[src/rtl/spi_master.sv]
// -----------------------------------------------------------------------------
// spi_master
//
// Single-slave SPI master.
// - SCK idles high.
// - The slave select is active low.
// - MOSI changes on rising SCK edges.
// - MISO is sampled on the clk edge that drives SCK low.
// - Data is transferred MSB first.
// - Every output is a flop, so nothing glitches on state changes.
//
// Timing for a transaction accepted at edge T0 (D = CLK_DIV, W = DATA_WIDTH):
//   falling SCK edge k (k = 1..W) : T0 + D*(2k-1)
//   rising  SCK edge k            : T0 + D*2k
//   ss high, data_o load, done    : T0 + D*(2W+1)
//   busy low, back to IDLE        : T0 + D*(2W+2)
//
// Parameters
//   DATA_WIDTH : bits per transaction (2 or more)
//   CLK_DIV    : clk cycles per SCK half-period (1..255)
//
// Ports
//   clk    : system clock; all state changes on its rising edge
//   rst    : asynchronous, active-high reset; aborts any transfer
//   start  : transaction request, only looked at while idle
//   data_i : word to send, captured when start is accepted
//   data_o : last completely received word
//   busy   : high whenever a start request would be ignored
//   done   : one-clk pulse when a transfer completes
//   sck    : SPI clock (idles high)
//   sdo    : MOSI
//   sdi    : MISO, assumed synchronous to clk
//   ss     : slave select, active low
// -----------------------------------------------------------------------------
module spi_master #(
  parameter int DATA_WIDTH = 8,
  parameter int CLK_DIV    = 4
) (
  input  logic                  clk,
  input  logic                  rst,
  input  logic                  start,
  input  logic [DATA_WIDTH-1:0] data_i,
  output logic [DATA_WIDTH-1:0] data_o,
  output logic                  busy,
  output logic                  done,
  output logic                  sck,
  output logic                  sdo,
  input  logic                  sdi,
  output logic                  ss
);

  localparam int CNT_W = $clog2(DATA_WIDTH + 1);
  localparam logic [7:0]       RELOAD   = 8'(CLK_DIV - 1);
  localparam logic [CNT_W-1:0] LAST_BIT = CNT_W'(DATA_WIDTH);

  // SETUP  : ss low, first bit on sdo, sck still high
  // SCK_LO : sck low half-period (sdi already sampled on entry)
  // SCK_HI : sck high half-period between bits
  // HOLD   : sck high after the last bit, ss still low
  // GAP    : ss high, still busy, so back-to-back frames keep a gap
  typedef enum logic [2:0] {
    IDLE,
    SETUP,
    SCK_LO,
    SCK_HI,
    HOLD,
    GAP
  } state_t;

  state_t                state, state_nxt;
  logic [7:0]            cnt, cnt_nxt;
  logic [CNT_W-1:0]      bit_cnt, bit_cnt_nxt;
  logic [DATA_WIDTH-1:0] shreg, shreg_nxt;
  logic [DATA_WIDTH-1:0] data_o_nxt;
  logic                  busy_nxt, done_nxt, sck_nxt, sdo_nxt, ss_nxt;
  logic                  tick;

  // The half-period counter expires when it reaches zero.
  // IDLE never waits on it.
  assign tick = (cnt == 8'd0);

  // Next-state and next-output logic.
  // Every output is computed here one cycle ahead, then registered.
  //
  // A single shift register carries both directions:
  // - transmit bits leave from the MSB end;
  // - received bits enter at the LSB end.
  // After DATA_WIDTH falling edges it holds exactly the received word.
  always_comb begin
    state_nxt   = state;
    cnt_nxt     = cnt;
    bit_cnt_nxt = bit_cnt;
    shreg_nxt   = shreg;
    data_o_nxt  = data_o;
    busy_nxt    = busy;
    done_nxt    = 1'b0;
    sck_nxt     = sck;
    sdo_nxt     = sdo;
    ss_nxt      = ss;

    if (state != IDLE && !tick) begin
      cnt_nxt = cnt - 8'd1;
    end

    case (state)
      IDLE: begin
        if (start) begin
          state_nxt   = SETUP;
          cnt_nxt     = RELOAD;
          shreg_nxt   = data_i;
          bit_cnt_nxt = '0;
          ss_nxt      = 1'b0;
          sdo_nxt     = data_i[DATA_WIDTH-1];
          busy_nxt    = 1'b1;
        end
      end

      // Both of these end with a falling SCK edge.
      // The slave has had a full half-period to settle sdi, so sample it now.
      SETUP, SCK_HI: begin
        if (tick) begin
          state_nxt   = SCK_LO;
          cnt_nxt     = RELOAD;
          sck_nxt     = 1'b0;
          shreg_nxt   = {shreg[DATA_WIDTH-2:0], sdi};
          bit_cnt_nxt = bit_cnt + CNT_W'(1);
        end
      end

      // Rising edge.
      // Present the next bit unless the word is finished.
      // After the last bit, sdo keeps the LSB and the FSM parks in HOLD.
      SCK_LO: begin
        if (tick) begin
          cnt_nxt = RELOAD;
          sck_nxt = 1'b1;
          if (bit_cnt == LAST_BIT) begin
            state_nxt = HOLD;
          end else begin
            state_nxt = SCK_HI;
            sdo_nxt   = shreg[DATA_WIDTH-1];
          end
        end
      end

      HOLD: begin
        if (tick) begin
          state_nxt  = GAP;
          cnt_nxt    = RELOAD;
          ss_nxt     = 1'b1;
          data_o_nxt = shreg;
          done_nxt   = 1'b1;
        end
      end

      GAP: begin
        if (tick) begin
          state_nxt = IDLE;
          cnt_nxt   = RELOAD;
          busy_nxt  = 1'b0;
        end
      end

      default: begin
        state_nxt = IDLE;
        cnt_nxt   = '0;
        busy_nxt  = 1'b0;
        sck_nxt   = 1'b1;
        ss_nxt    = 1'b1;
      end
    endcase
  end

  // State and output registers.
  // Reset forces the bus idle straight away, so a transfer in flight is
  // dropped without a done pulse.
  always_ff @(posedge clk or posedge rst) begin
    if (rst) begin
      state   <= IDLE;
      cnt     <= '0;
      bit_cnt <= '0;
      shreg   <= '0;
      data_o  <= '0;
      busy    <= 1'b0;
      done    <= 1'b0;
      sck     <= 1'b1;
      sdo     <= 1'b0;
      ss      <= 1'b1;
    end else begin
      state   <= state_nxt;
      cnt     <= cnt_nxt;
      bit_cnt <= bit_cnt_nxt;
      shreg   <= shreg_nxt;
      data_o  <= data_o_nxt;
      busy    <= busy_nxt;
      done    <= done_nxt;
      sck     <= sck_nxt;
      sdo     <= sdo_nxt;
      ss      <= ss_nxt;
    end
  end

endmodule

[config.mk]
export PLATFORM = sky130hd
export DESIGN_NAME = spi_master
export DESIGN_NICKNAME = d
export VERILOG_FILES = /design/src/rtl/spi_master.sv
export SDC_FILE = /design/constraint.sdc
export NUM_CORES = 1
export LEC_CHECK = 0
export CORE_MARGIN = 2
export CORE_UTILIZATION = 58
export DETAILED_ROUTE_END_ITERATION = 6
export HOLD_SLACK_MARGIN = 0.06
export PLACE_DENSITY = 0.84
export SYNTH_ARGS = -nofsm -noshare
export SYNTH_HDL_FRONTEND = slang
export SYNTH_SLANG_ARGS = --single-unit
[constraint.sdc]
create_clock -name clk -period 3.65 [get_ports clk]
set_clock_uncertainty 0.15 [all_clocks]
set_input_delay 0.365 -clock clk [delete_from_list [all_inputs] [get_ports clk]]
set_output_delay 0.365 -clock clk [all_outputs]
set_load 0.1 [all_outputs]
# After elaboration in Yosys (flattened, before gate mapping)
# Index checks and enable logic that the tools add are counted.
[classes] bitwise_logic=3 eq_ne=12 div_mod_pow=0 multipliers=0 magnitude_cmp=0 n_shift=0 addsub=2 mux=30 n_reduce_logical=19
[ops] operator="8-bit 2-to-1 mux" n=5
[ops] operator="8-bit case mux with 2 select lines" n=2
[ops] operator="3-bit 2-to-1 mux" n=6
[ops] operator="3-bit case mux with 5 select lines" n=1
[ops] operator="2-bit inequality test, second input constant" n=6
[ops] operator="3-bit AND reduction" n=4
[ops] operator="1-bit 2-to-1 mux" n=9
[ops] operator="1-bit case mux with 3 select lines" n=3
[ops] operator="8-bit zero test" n=1
[ops] operator="4-bit 2-to-1 mux" n=2
[ops] operator="4-bit case mux with 2 select lines" n=1
[ops] operator="4-bit OR reduction" n=2
[ops] operator="8-bit by 1-bit subtractor with 8-bit output, second input constant" n=1
[ops] operator="3-bit by 2-bit == test with 1-bit output, second input constant" n=2
[ops] operator="3-bit == test, second input constant" n=2
[ops] operator="5-bit AND reduction" n=1
[ops] operator="5-bit OR reduction" n=1
[ops] operator="4-bit by 1-bit adder with 4-bit output, second input constant" n=1
[ops] operator="4-bit == test, second input constant" n=1
[ops] operator="4-bit AND reduction" n=1
[ops] operator="2-bit nonzero test" n=2
[ops] operator="3-bit by 1-bit == test with 1-bit output, second input constant" n=1
[ops] operator="3-bit zero test" n=1
[ops] operator="1-bit inverter" n=3
[ops] operator="7 further kinds" n=7
[word_totals] elab_cells=76 mem_bits_ro=0 mem_count=0 in_bits=12 ram_bits=0 output_inout_bits=13 regBits=36 latch_bits=0

# Longest topological paths before layout
# Gate-level depths: netlist (run 1).
[logic_depth] depth_word=6 ltp_mapped=7 depth_no_buf=6

# Worst setup path after synthesis (run 1)
# Ideal clock, no wire load.
[synth_path] path_type="reg-to-reg" from="register cnt[0]" to="register cnt[2]" path_buffers=0 arrival_ns=1.698 stages_incl_launch_ff=7 setup_time_ns=0.136 path_slack_ns=1.666 t_required_ns=3.364 cell_sequence="dfrtp_1 -> inv_1 -> ha_1 -> nor3b_2 -> nand2_1 -> a311oi_2 -> nor2_1"
[synth_between] elab_chain_len=6 elab_cells_between_ends=8 classes_between="add/sub (1); mux (4); reduce/logical (3)"
[synth_lines] element="start: declaration" line_no="71" rtl="logic [7:0] cnt, cnt_nxt;"
[synth_lines] element="start signal: assignment" line_no="191" rtl="cnt <= cnt_nxt;"
[synth_lines] element="branches (longest 5 deep; another with 8-bit by 1-bit subtractor with 8-bit output)"
[synth_lines] element="8-bit case mux with 2 select lines *" line_no="105" rtl="case (state)"
[synth_lines] element="named net cnt_nxt[2]" line_no="71"
# Mark *: on every way through the listed nets, which the timed path passes.
# A chain may end at the register's enable or synchronous reset.

# Final worst setup path (run 1)
[layout_path] from="register sck" to="output port sck"
[layout_lines] element="start: declaration" line_no="46" rtl="output logic sck,"
[layout_lines] element="start signal: assignment" line_no="197" rtl="sck <= sck_nxt;"
# No word-level cell between the ends.

==> flow_summary.json, run 1 <==
{
  "status": "completed",
  "path_class": "reg -> out",
  "finalSetupTns_ns": 0,
  "rsz0062_at_grt": "false",
  "antennaDiodeCount": 0,
  "crit_chain": "clkdlybuf4s50_1",
  "io_buffer_count": 24,
  "dieArea_sq_um": 3590,
  "tightest_slew_ns": 1.22,
  "gp_congestion": 0.885,
  "final_core_util_pct": 70.5,
  "htree_levels": 2,
  "synth_most_common_cell": "dfrtp_1",
  "grt_pass1_wl_um": 6290,
  "synthArstFlopShare_pct": 100,
  "placementRows": 20,
  "end_kind": "primary output",
  "yosys_most_used_dff": "dfrtp_1",
  "routed-via-count": 1357,
  "fmax_ghz": 0.392,
  "internal_power_uw": 825,
  "cts_root_buf": "clkbuf_4",
  "cp_top_family": "buffers and inverters",
  "finalHoldViolCount": 0,
  "synth_edf_count": 0,
  "drv_cap": 0,
  "yosysTopAreaCell": "dfrtp_1",
  "grt_max_degree": 37,
  "p_sw_share_pct": 42.9,
  "drive_above_1_share_pct": 13.5,
  "pwr-share-seq_pct": 46.3,
  "grt_remaining_overflow": 0,
  "maxSlewViolCount": 0,
  "arrival_ns": 2.04,
  "critPathLaunchType": "flip-flop",
  "nets": 208,
  "stdcell_count": 226,
  "vias_per_cell": 6.00,
  "cts_tree": "done",
  "initial_utilization_pct": 60.4,
  "post_drt_wl_per_cell_um": 15.8,
  "ant_nets": 0,
  "power_uw": 1440,
  "cts_buffers": 5,
  "crit_required_ns": 3.13,
  "leakage_uw": 0.000906,
  "areaGrowthSynthToFinish_pct": 16.8,
  "clkTransAtPathRegs_ns": 0.11,
  "synthTopCellsByArea": "dfrtp_1 (47%), mux2_2 (6.2%), mux2i_1 (4.4%)",
  "yosys-top-cells-count": "dfrtp_1 (34), nand2_1 (15), o21ai_0 (13)",
  "syn-num-nets": 183,
  "slew_headroom_pct": 18.2,
  "setup_viol_count_final": 0,
  "synth_top_area_share_pct": 46.9,
  "power_switching_uw": 619,
  "die_w_um": 59.9,
  "cts_setup_buffers": 0,
  "clock_sink_count": 36,
  "wl_um": 3580,
  "ys_seq_elements": 36,
  "synth.yosys.seq_area_share_pct": 49.8,
  "cp_slowest_stage_delay_ns": 1.13,
  "yosysUniqueCellTypes": 47,
  "worst-path-buf-inv": 1,
  "combPwrFrac_pct": 38.9,
  "syn_avg_cell_area_sq_um": 10.9,
  "die_y_um": 59.9,
  "dr.pass1.iters": 4,
  "worst-path-max-fanout": 3,
  "grt_pass1_vias": 1364,
  "cp_slowest_cell": "clkdlybuf4s50_1",
  "fillers": 221,
  "clock_power_share_pct": 14.8,
  "netlist_area_sq_um": 1810,
  "ir_worst_vdd_v": 0.000475,
  "synth_warnings": 0,
  "cts_resized": 0,
  "clk_latency_ns": 0.35,
  "power_density_nw_per_um2": 682,
  "synthCells": 167,
  "dp_cells": 218,
  "hold_class": "in -> async",
  "clk_path_buf_depth": 2,
  "grt_usage_pct": 24.1,
  "period_minus_slack_ns": 2.55,
  "worst_hold_slack_ns": 0.260,
  "core_sq_um": 3000,
  "grt_antenna_before_repair": 0,
  "dp_hpwl_um": 2470,
  "route.detailed.drc": 0,
  "drtIter0Drc": 92,
  "hold_buffers": 0,
  "io_pins": 25,
  "post-route-period-util_pct": 69.9
}
==> area by class of cell <==
cell class	count	area (sq um)	share of cell area, %
multi-input combinational	117	845	39.9
clock inverter	1	8.76	0.414
sequential	36	903	42.7
inverter	7	26.3	1.24
tap	33	41.3	1.95
timing repair buffer	25	248	11.7
clock buffer	7	45.0	2.13
==> path summary, 6_finish.rpt <==
path	slack, ns	cells after the start	endpoint	startpoint
max reg2reg	1.13	6	cnt[6]	cnt[0]
min in group clk	0.37	1	data_o[1]	data_o[1]
min reg2reg	0.37	1	data_o[1]	data_o[1]
max in group asynchronous	2.74	3	ss	rst
min	0.26	3	cnt[4]	rst
max	1.10	1	sck	sck
==> cell families (layout without fill, tap and decap cells) <==
family / after synthesis / in the layout / share of synthesized area, %
AO/OA/AOI/OAI: 43 / 43 / 15.9
XOR/XNOR: 4 / 4 / 1.93
adder cells (fa/ha/maj): 4 / 4 / 2.76
buffers and inverters: 14 / 40 / 3.59
flip-flops: 36 / 36 / 49.8
multiplexers: 18 / 18 / 10.6
AND/OR/NAND/NOR: 48 / 48 / 15.4
==> layer usage <==
metal  track usage [%]  up-vias  wire, um
li1                  -      661         -
met2              37.6       29      1840
met3              7.79        5       158
met1              30.9      662      1530
met5                 0        -         0
met4              9.84        0        45
==> stage by stage <==
step / worst slack [ns] / cell area (sq um)
floorplan: 1.67 / 1810
global placement: 1.17 / 2060
detailed placement: 1.04 / 2060
CTS: 1.08 / 2120
global route: 0.916 / 2120
finish: 1.10 / 2120
==> layout by cell type (no fill, tap or decap), types with 2 or more instances in the layout <==
cell,Yosys,layout
clkbuf_1,2,2
or3_1,3,3
clkdlybuf4s50_1,0,24
ha_1,4,4
a21oi_1,8,8
clkbuf_4,0,5
nand2b_1,2,2
xor2_1,3,3
o31ai_1,3,3
dfrtp_1,34,34
o21ai_0,13,13
nand2_1,15,15
mux2_2,10,10
a211oi_1,3,3
nor3_1,4,4
nor2_1,9,9
a2111oi_0,2,2
inv_1,7,7
nand4_1,4,4
dfstp_2,2,2
mux2i_1,8,8
==> worst register-to-register path: stages, from the launching register on <==
cell      delay [ns]
dfrtp_1         0.43
inv_1           0.12
ha_1            0.17
nor3b_2         0.53
nand2_1         0.34
a311oi_2        0.57
nor2_1          0.11
==> state kept, by name (all words and copies together), names as in the netlist <==
signal   cells
bit_cnt      4
shreg        8
cnt          8
sck          1
sdo          1
done         1
data_o       8
state        3
busy         1
ss           1
==> power groups by stage <==
stage	clock [uW]	sequential, uW	combinational (uW)
after floorplan	0	685	409
after global placement	0	664	532
after detailed placement	0	673	564
after CTS	218	667	566
after global routing	240	686	636
final	213	669	562
Note: power is estimated with default switching activity, not from simulation.
==> run 2, diff against run 1 <==
Settings changed: CORE_UTILIZATION 58 to 54, PLACE_DENSITY 0.84 to 0.79.
Clock period 3.65 ns to 2.55 ns, I/O delays scaled along.
==> flow_summary.json, run 2 (same netlist as run 1, synthesis figures left out) <==
{
  "crit_chain": "inv_1, ha_1, nor3b_2, and2_1, nand3_4, mux2_2",
  "worst-path-max-fanout": 10,
  "cts_root_buf": "clkbuf_4",
  "period_minus_slack_ns": 2.44,
  "grt_pass1_wl_um": 5890,
  "top_regs": "cnt: 8 flops, data_o: 8 flops, shreg: 8 flops",
  "htree_levels": 2,
  "dp_cells": 234,
  "die_w_um": 61.9,
  "placementRows": 21,
  "status": "completed",
  "grt_max_degree": 37,
  "clock_sink_count": 36,
  "io_pins": 25,
  "grt_usage_pct": 21.3,
  "rrSetupSlack_ns": 0.11,
  "finalSetupTns_ns": 0,
  "initial_utilization_pct": 55.2,
  "dp_hpwl_um": 2550,
  "clk_path_buf_depth": 2,
  "layout_common_cells": "dfrtp_1 (34), buf_4 (17), nand2_1 (15)",
  "cp_slowest_stage_delay_ns": 0.51,
  "antennaDiodeCount": 0,
  "use_met3_pct": 6.42,
  "path_class": "reg -> reg",
  "nets": 211,
  "routed-via-count": 1381,
  "wl_um": 3610,
  "drtIter0Drc": 63,
  "arrival_ns": 2.52,
  "leakage_uw": 0.000952,
  "ir_worst_vdd_v": 0.000532,
  "final_common_cell": "dfrtp_1",
  "cts_resized": 0,
  "route.detailed.drc": 0,
  "areaGrowthSynthToFinish_pct": 17.9,
  "hold_buffers": 0,
  "gp_congestion": 0.857,
  "drive_above_1_share_pct": 21.9,
  "critPathLaunchType": "flip-flop",
  "finalHoldViolCount": 0,
  "clk_latency_ns": 0.34,
  "power_uw": 2110,
  "stdcell_count": 242,
  "finalWorstSetupSlack_ns": 0.111,
  "hold_class": "in -> async",
  "fmax_ghz": 0.410,
  "vias_per_cell": 5.71,
  "grt_remaining_overflow": 0,
  "cts_setup_buffers": 0,
  "fillers": 264,
  "setup_viol_count_final": 0,
  "tightest_slew_ns": 0.587,
  "crit_required_ns": 2.63,
  "post-route-period-util_pct": 95.6,
  "dieArea_sq_um": 3840,
  "grt_util_met1_pct": 26.9,
  "slew_headroom_pct": 60.6,
  "rr_startpoint": "cnt[0]",
  "worst_hold_slack_ns": 0.146,
  "reg2reg_depth": 6,
  "use_met2_pct": 34.5,
  "power_density_nw_per_um2": 988,
  "io_buffer_count": 24,
  "core_sq_um": 3280,
  "cp_slowest_cell": "nor3b_2",
  "die_y_um": 61.9,
  "clkTransAtPathRegs_ns": 0.11,
  "dpl_worst_slack_ns": 0.145,
  "end_kind": "flip-flop",
  "post_drt_wl_per_cell_um": 14.9,
  "r2r-end": "data_o[5]",
  "grt_antenna_before_repair": 0,
  "dr.pass1.iters": 4,
  "grt_pass1_vias": 1311,
  "cts_buffers": 5,
  "cts_tree": "done",
  "drv_cap": 0,
  "ant_nets": 0,
  "maxSlewViolCount": 0,
  "busiest_layer": "met2",
  "rsz0062_at_grt": "false",
  "crit_start": "cnt[0]"
}
## run 2: cell count changes in the layout (fill, tap and decap cells not counted), sizes merged
cell	before	now
clkinv	1	0
clkbuf	7	8
clkdlybuf4s50	24	11
buf	1	17
## run 2: report_power, final
part	switching (uW)	internal, uW	total (uW)
Combinational	475	331	806
Clock	187	162	349
Sequential	215	743	958
## run 2: worst max-delay path, delay by kind of cell, from the launching register on
family,cells,cell delay [ns]
simple gates,3,1.16
flops,1,0.41
mux,1,0.33
fa+ha+maj,1,0.17
buf+inv,1,0.11
## run 2: metrics by stage
step,util (%),area [sq um]
after global routing,65.1,2140
final,65.1,2140
after CTS,65.1,2140
after floorplan,-,1810
after detailed placement,63.0,2070
after global placement,63.0,2070
## run 2: worst max path at each step
stage	to	slack, ns	depth (start not counted)
2_1_floorplan	cnt[2]	0.57	6
3_5_place_dp	data_o[5]	0.15	6
4_1_cts	data_o[5]	0.13	6
3_3_place_gp	data_o[7]	0.30	6
6_report	data_o[5]	0.11	6
5_1_grt	data_o[3]	0.01	6
## run 2: routing by layer
metal | wire [um] | vias up
li1 | - | 667
met1 | 1610 | 676
met2 | 1790 | 32
met3 | 156 | 6
met4 | 62 | 0
met5 | 0 | -
## run 2: cell type report
class	instances	area, sq um	area share [%]
repair buffers	28	238	11.1
multi-input cells	117	845	39.5
clock buffers	8	68.8	3.22
well taps	46	57.6	2.69
flip-flops and latches	36	903	42.2
inverters	7	26.3	1.23
==> run 3, diff against run 2 <==
Settings changed: SKIP_CTS_REPAIR_TIMING from default to 1.
==> results of run 3 <==
The final DEF is identical to that of run 2; final timing and power are the same.
